## src/rtl/led_frame_ctrl.sv

```systemverilog
// led_frame_ctrl: double-buffered 8x8 LED frame store.
// Two requesters write rows into the back buffer through a round-robin arbiter.
// A commit waits for the scanner's frame_sync, or for a timeout, then swaps
// the buffers. The new back buffer is then refreshed from the displayed frame
// so requesters can keep editing incrementally.
module led_frame_ctrl #(
    parameter int unsigned SYNC_TIMEOUT = 40000,
    parameter int unsigned TO_W         = 16
) (
    input  logic            clk,
    input  logic            nrst,
    input  logic            wr0_valid,
    input  logic [2:0]      wr0_row,
    input  logic [7:0]      wr0_data,
    input  logic            wr1_valid,
    input  logic [2:0]      wr1_row,
    input  logic [7:0]      wr1_data,
    output logic            wr0_ready,
    output logic            wr1_ready,
    input  logic            commit,
    input  logic            frame_sync,
    output logic [7:0][7:0] matdata,
    output logic            busy,
    output logic            swap_done,
    output logic [7:0]      frame_cnt
);

    typedef enum logic [1:0] {
        ST_IDLE = 2'd0,
        ST_PEND = 2'd1,
        ST_SWAP = 2'd2,
        ST_COPY = 2'd3
    } state_t;

    state_t          state_q, state_d;
    logic [TO_W-1:0] to_q, to_d;
    logic [2:0]      idx_q, idx_d;
    logic            front_q, front_d;   // 0: buffer A is displayed
    logic            last_q, last_d;     // 1: requester 1 was granted most recently
    logic [7:0]      cnt_q, cnt_d;
    logic [7:0][7:0] buf_a_q, buf_a_d;
    logic [7:0][7:0] buf_b_q, buf_b_d;

    logic [7:0][7:0] front_v, back_v, back_d;
    logic            gnt0, gnt1;

    assign front_v   = front_q ? buf_b_q : buf_a_q;
    assign back_v    = front_q ? buf_a_q : buf_b_q;
    assign matdata   = front_v;
    assign busy      = (state_q != ST_IDLE);
    assign swap_done = (state_q == ST_COPY) && (idx_q == 3'd0);
    assign frame_cnt = cnt_q;
    assign wr0_ready = gnt0;
    assign wr1_ready = gnt1;

    // Round-robin grant: only in IDLE, and never while reset is asserted.
    always_comb begin
        gnt0 = 1'b0;
        gnt1 = 1'b0;
        if (nrst && (state_q == ST_IDLE)) begin
            if (wr0_valid && wr1_valid) begin
                if (last_q) gnt0 = 1'b1;
                else        gnt1 = 1'b1;
            end else begin
                gnt0 = wr0_valid;
                gnt1 = wr1_valid;
            end
        end
    end

    // Next-state logic: sequencing, back-buffer writes and copy-back.
    always_comb begin
        state_d = state_q;
        to_d    = to_q;
        idx_d   = idx_q;
        front_d = front_q;
        last_d  = last_q;
        cnt_d   = cnt_q;
        back_d  = back_v;
        case (state_q)
            ST_IDLE: begin
                if (gnt0) begin
                    back_d[wr0_row] = wr0_data;
                    last_d          = 1'b0;
                end else if (gnt1) begin
                    back_d[wr1_row] = wr1_data;
                    last_d          = 1'b1;
                end
                if (commit) begin
                    state_d = ST_PEND;
                    to_d    = '0;
                end
            end
            ST_PEND: begin
                to_d = to_q + TO_W'(1);
                if (frame_sync || (to_q == TO_W'(SYNC_TIMEOUT - 1))) begin
                    state_d = ST_SWAP;
                end
            end
            ST_SWAP: begin
                front_d = ~front_q;
                cnt_d   = cnt_q + 8'd1;
                idx_d   = '0;
                state_d = ST_COPY;
            end
            ST_COPY: begin
                back_d[idx_q] = front_v[idx_q];
                idx_d         = idx_q + 3'd1;
                if (idx_q == 3'd7) state_d = ST_IDLE;
            end
            default: state_d = ST_IDLE;
        endcase
    end

    // The back buffer is selected by the current front_q; in SWAP back_d is
    // unchanged, so toggling front_q at the same edge is safe.
    always_comb begin
        buf_a_d = front_q ? back_d  : buf_a_q;
        buf_b_d = front_q ? buf_b_q : back_d;
    end

    // State registers with asynchronous active-low reset.
    always_ff @(posedge clk or negedge nrst) begin
        if (!nrst) begin
            state_q <= ST_IDLE;
            to_q    <= '0;
            idx_q   <= '0;
            front_q <= 1'b0;
            last_q  <= 1'b1;
            cnt_q   <= '0;
            buf_a_q <= '0;
            buf_b_q <= '0;
        end else begin
            state_q <= state_d;
            to_q    <= to_d;
            idx_q   <= idx_d;
            front_q <= front_d;
            last_q  <= last_d;
            cnt_q   <= cnt_d;
            buf_a_q <= buf_a_d;
            buf_b_q <= buf_b_d;
        end
    end

endmodule

```

## config.mk

```make
export PLATFORM = sky130hd
export DESIGN_NAME = led_frame_ctrl
export DESIGN_NICKNAME = d
export VERILOG_FILES = /design/src/rtl/led_frame_ctrl.sv
export SDC_FILE = /design/constraint.sdc
export NUM_CORES = 1
export LEC_CHECK = 0
export BUFFER_PORTS_ARGS = -buffer_cell sky130_fd_sc_hd__buf_2
export CAP_MARGIN = 20
export CORE_ASPECT_RATIO = 0.9
export CORE_MARGIN = 3
export CORE_UTILIZATION = 55
export CTS_BUF_LIST = sky130_fd_sc_hd__clkbuf_4 sky130_fd_sc_hd__clkbuf_8
export DETAILED_ROUTE_END_ITERATION = 12
export PLACE_DENSITY_LB_ADDON = 0.3
export SYNTH_ARGS = -nofsm -noshare
export SYNTH_HDL_FRONTEND = slang
export SYNTH_SLANG_ARGS = --single-unit
```

## constraint.sdc

```tcl
create_clock -name clk -period 2.1 [get_ports clk]
set_clock_uncertainty 0.15 [all_clocks]
set_input_delay 0.105 -clock clk [delete_from_list [all_inputs] [get_ports clk]]
set_output_delay 0.105 -clock clk [all_outputs]
set_load 0.1 [all_outputs]
```

# Word level (Yosys, flattened, before mapping)
# Index checks and enable logic that the tools add are counted.
dict set report word_totals {
  reg_bits 159
  latch_bits 0
  ramBits 0
  mem_bits_ro 0
  input_bits 28
  output_inout_bits 76
  wordCells 87
  memories 0
}
dict set report classes {
  add_sub_neg 3
  multipliers 0
  div 0
  order_cmp 6
  eq_ne 8
  shift 0
  n_mux 31
  bitwise_logic 1
  reduce_logical 16
}
# cell n
set op_table {}
lappend op_table {{$mux 64} 4}
lappend op_table {{$bwmux 64} 3}
lappend op_table {{$pmux 64 s2} 1}
lappend op_table {{$demux 8 s3} 3}
lappend op_table {{$mux 8} 4}
lappend op_table {{$pmux 16 s2} 1}
lappend op_table {{$bmux 8 s3} 1}
lappend op_table {{$add 16x1->16 const B} 1}
lappend op_table {{$eq 16x16->1 const B} 1}
lappend op_table {{$mux 16} 1}
lappend op_table {{$lt 3x4->1 const B} 3}
lappend op_table {{$ge 3x1->1 const B} 3}
lappend op_table {{$add 8x1->8 const B} 1}
lappend op_table {{$mux 1} 8}
lappend op_table {{$pmux 2 s4} 1}
lappend op_table {{$reduce_bool 2->1} 4}
lappend op_table {{$logic_and 1x1->1} 6}
lappend op_table {{$mux 2} 3}
lappend op_table {{$pmux 3 s2} 1}
lappend op_table {{$eq 2x2->1 const B} 2}
lappend op_table {{$ne 2x2->1 const B} 2}
lappend op_table {{$reduce_and 2->1} 2}
lappend op_table {{$add 3x1->3 const B} 1}
lappend op_table {{$eq 3x3->1 const B} 1}
lappend op_table {{other kinds (7)} 7}

# Depth between registers and ports, before layout
dict set report logic_depth {
  word_depth 8
  mapped_depth 8
  depth_no_buf 6
}

# Worst setup path before layout
# No wires, ideal clock.
dict set report synth_path {
  path_type {register to output}
  from {register state_q[1]}
  to {output swap_done}
  arrival_ns 3.057
  required_ns 1.845
  path_slack_ns -1.212
  stages_incl_launch_ff 5
  path_cell_list {dfrtp_1 ha_1 clkbuf_1 inv_1 nor3b_1}
}
dict set report synth_between {
  elab_chain_cells 2
}
# item line
set synth_rtl {}
lappend synth_rtl {{start: declaration} 35} ;# state_t state_q, state_d;
lappend synth_rtl {{start signal: assignment} 134} ;# state_q <= state_d;
lappend synth_rtl {{$eq 2x2->1} 51} ;# assign swap_done = (state_q == ST_COPY) && (idx_q == 3'd0);
lappend synth_rtl {{$logic_and 1x1->1} 51}
lappend synth_rtl {{end: declaration} 24} ;# output logic swap_done,
# Every way passes these cells.

==> metrics.cfg <==
[detailed_routing]
first_pass_iters = 7
wirelength_um = 43300
avgViaCountPerCell = 7.15
vias = 12816
drc = 0
drt_iter0_drc = 1685
wl_per_cell_um = 24.2
ant_nets = 0

[synthesis]
synth_top_family_by_area = compound AO/OA/AOI/OAI gates
seq_area_frac_synth_pct = 32.0
synthTopCellsByArea = dfrtp_1 32%, mux2_2 17%, o211ai_1 7.8%, a22oi_1 7.6%, a31oi_1 6.4%
synth_cell_types = 49
netlist_area_mm2 = 0.0124
synth-xor-area-share_pct = 0.915
synth_warnings = 0
avgSynthCellArea_um2 = 8.96
synth_nets = 1426
synth_adder_area_share_pct = 0.905
synth_compound_area_share_pct = 23.4
synthArstFlopShare_pct = 100
syn_inst = 1389
synth_edf_count = 0
synthSimpleGateAreaFrac_pct = 14.8
yosysTopAreaCell = dfrtp_1
synth_mux_area_share_pct = 22.3
ys_seq_elements = 159
ys.flop_type = dfrtp_1
yosysMostFrequentCell = mux2_2
synth_commonest_cells = 186 x mux2_2, 158 x dfrtp_1, 147 x nand2_1, 130 x nor3_1, 129 x o211ai_1
yosysTopAreaCellShare_pct = 31.8

[setup_path]
worst_path_most_repeated_cell = buf_12
required_ps = 1850
cp_max_fo = 15
critPathArrivalTime_ps = 1930
reg2reg_depth = 8
cp_cell_sequence = buf_12, buf_12, buf_4, mux2_2, buf_6
crit_path_top_delay_cell = dfrtp_4
worstSetupStartpointType = flop
end_kind = primary output
rr_endpoint = buf_b_q[20]
rrSetupSlack_ps = -50
max_stage_delay_ps = 520
crit_type = reg2out
r2r_start = state_q[0]

[cts]
cts_buffers = 17
clock_latency_ps = 480
cts_tree = built
cts_max_path_buffers = 2
path_clk_slew_ps = 110
htree_levels = 4
clk_root_buffer_cell = clkbuf_8
cts_sinks = 159

[timing]
report.final.hold_viol_count = 0
rsz0062_at_grt = true
hold_ws_ps = 12.8
tightest_slew_ps = 783
fin_crit_sh_pct = 104
relSlewSlack_pct = 47.8
drv_slew = 0
final.setup.worst_slack_ps = -81.7
final-setup-viol-count = 74
layout_min_cycle_time_ps = 2180
fin_setup_tns_ps = -2600
max_freq_mhz = 458

[power]
total_power_mw = 29.1
p_comb_share_pct = 72.1
p_per_area_mw_per_mm2 = 1850
swShare_pct = 54.7
pwr-share-clk_pct = 8.6
pwr-share-seq_pct = 19.3
leakagePower_nw = 6.15
p_sw_mw = 15.9
irDropWorstVdd_mv = 1.39
internal_power_mw = 13.2

[global_route]
antenna_found_initial = 2
grt_use_total_pct = 33.2
grt_pass1_wl_um = 65400
grt_max_degree = 117
grt-ovfl-total = 0
grt_pass1_vias = 11974

[min_path]
whs_path_depth = 3
hold_end = buf_a_q[23]
min-delay-start = wr1_data[7]
hold_path.class = in2reg

[run_status]
violations = setup timing
run_status = finished with violations

[finish]
area_growth_syn_to_layout_pct = 26.0
fin_nets = 1523
final_cells = 1792
fillers = 1580
drive_above_1_share_pct = 35.1

[die]
io_pins = 104
fp.dieH_um = 149
rows = 51
dieArea_mm2 = 0.0245
core-area_mm2 = 0.0220
fp.dieW_um = 165
initial_utilization_pct = 56.7

[placement]
io_buffers = 103
hpwl_um = 24500
gp_congestion = 0.855
dp_cells = 1713

[job]
cap_violations = 0

==> cell usage in the layout (no fill, tap or decap), types with 17 or more instances in the layout <==
cell,netlist,final
nand2_1,147,146
dfrtp_1,158,156
buf_2,48,35
a22oi_1,126,84
nor3_1,130,129
buf_12,0,49
a21oi_1,18,17
clkbuf_8,0,17
mux2i_1,67,62
mux2_2,186,163
a31oi_1,127,127
mux2_4,1,24
a22oi_2,0,42
buf_4,4,70
o211ai_1,129,129
buf_6,0,54
==> flip-flops by register name, summed over array words and instances (netlist names) <==
signal     cells
last_q         1
to_q          16
state_q        2
front_q        1
buf_b_q       64
frame_cnt      8
buf_a_q       64
idx_q          3
==> routing by layer <==
layer	up-vias	share of wire, %	GRT usage (%)
li1	5579	-	-
met1	6207	39	45.5
met2	856	46	50.7
met3	172	11	6.68
met4	2	4.6	15.4
met5	-	0.025	0
==> how the worst max path moves through the flow <==
| stage | end | startpoint | slack (ps) |
|---|---|---|---|
| floorplan | swap_done | state_q[1] | -230 |
| global placement | buf_a_q[16] | state_q[1] | 90 |
| detailed placement | buf_b_q[37] | state_q[1] | 40 |
| CTS | matdata[7] | front_q | -100 |
| global route | matdata[37] | front_q | -130 |
| finish | matdata[37] | front_q | -80 |
==> power groups by stage <==
stage | Clock, mW | Combinational (mW) | Sequential [mW]
after floorplan | 0 | 13.4 | 5.54
after global placement | 0 | 17.4 | 5.54
after detailed placement | 0 | 17.7 | 5.60
after CTS | 2.48 | 19.2 | 5.51
after global routing | 2.63 | 21.8 | 5.80
final | 2.49 | 20.9 | 5.61
==> through the flow <==
step,instance area (µm²),util (%),worst slack [ps]
final,15700,71.4,-81.7
after global routing,15700,71.4,-129
after CTS,14900,67.8,-99.1
after detailed placement,13800,63.0,38.6
after global placement,13800,63.0,89.1
after floorplan,12500,-,-227
==> final cells by class <==
class | instances | area (µm²) | area share (%)
Antenna cell | 2 | 5.00 | 0.0319
Clock buffer | 17 | 234 | 1.49
Clock inverter | 15 | 173 | 1.10
Inverter | 15 | 56.3 | 0.359
Multi-Input combinational cell | 1063 | 8200 | 52.3
Sequential cell | 159 | 3990 | 25.4
Tap cell | 291 | 364 | 2.32
Timing Repair Buffer | 230 | 2670 | 17.0
==> critical path: cells and delay by family, from the launching register on <==
kind / cells / cell delay [ps]
flops: 1 / 520
buf+inv: 4 / 640
mux: 1 / 280
==> what timing repair did <==
item,CTS,global route
endpoints found under the hold margin,162,0
resized for setup,135,119
endpoints found under the setup margin,63,168
pin swaps,13,13
setup buffers,5,28
gates cloned,3,6
hold buffers,5,0
==> kinds of logic (layout without fill, tap and decap cells) <==
family | after synthesis | count (layout)
flip-flops | 159 | 159
multiplexers | 254 | 254
adder cells (fa/ha/maj) | 9 | 9
XOR/XNOR | 13 | 13
AO/OA/AOI/OAI | 417 | 417
buffers and inverters | 167 | 277
other | 0 | 2
AND/OR/NAND/NOR | 370 | 370
Note: power is estimated with default switching activity, not from simulation.
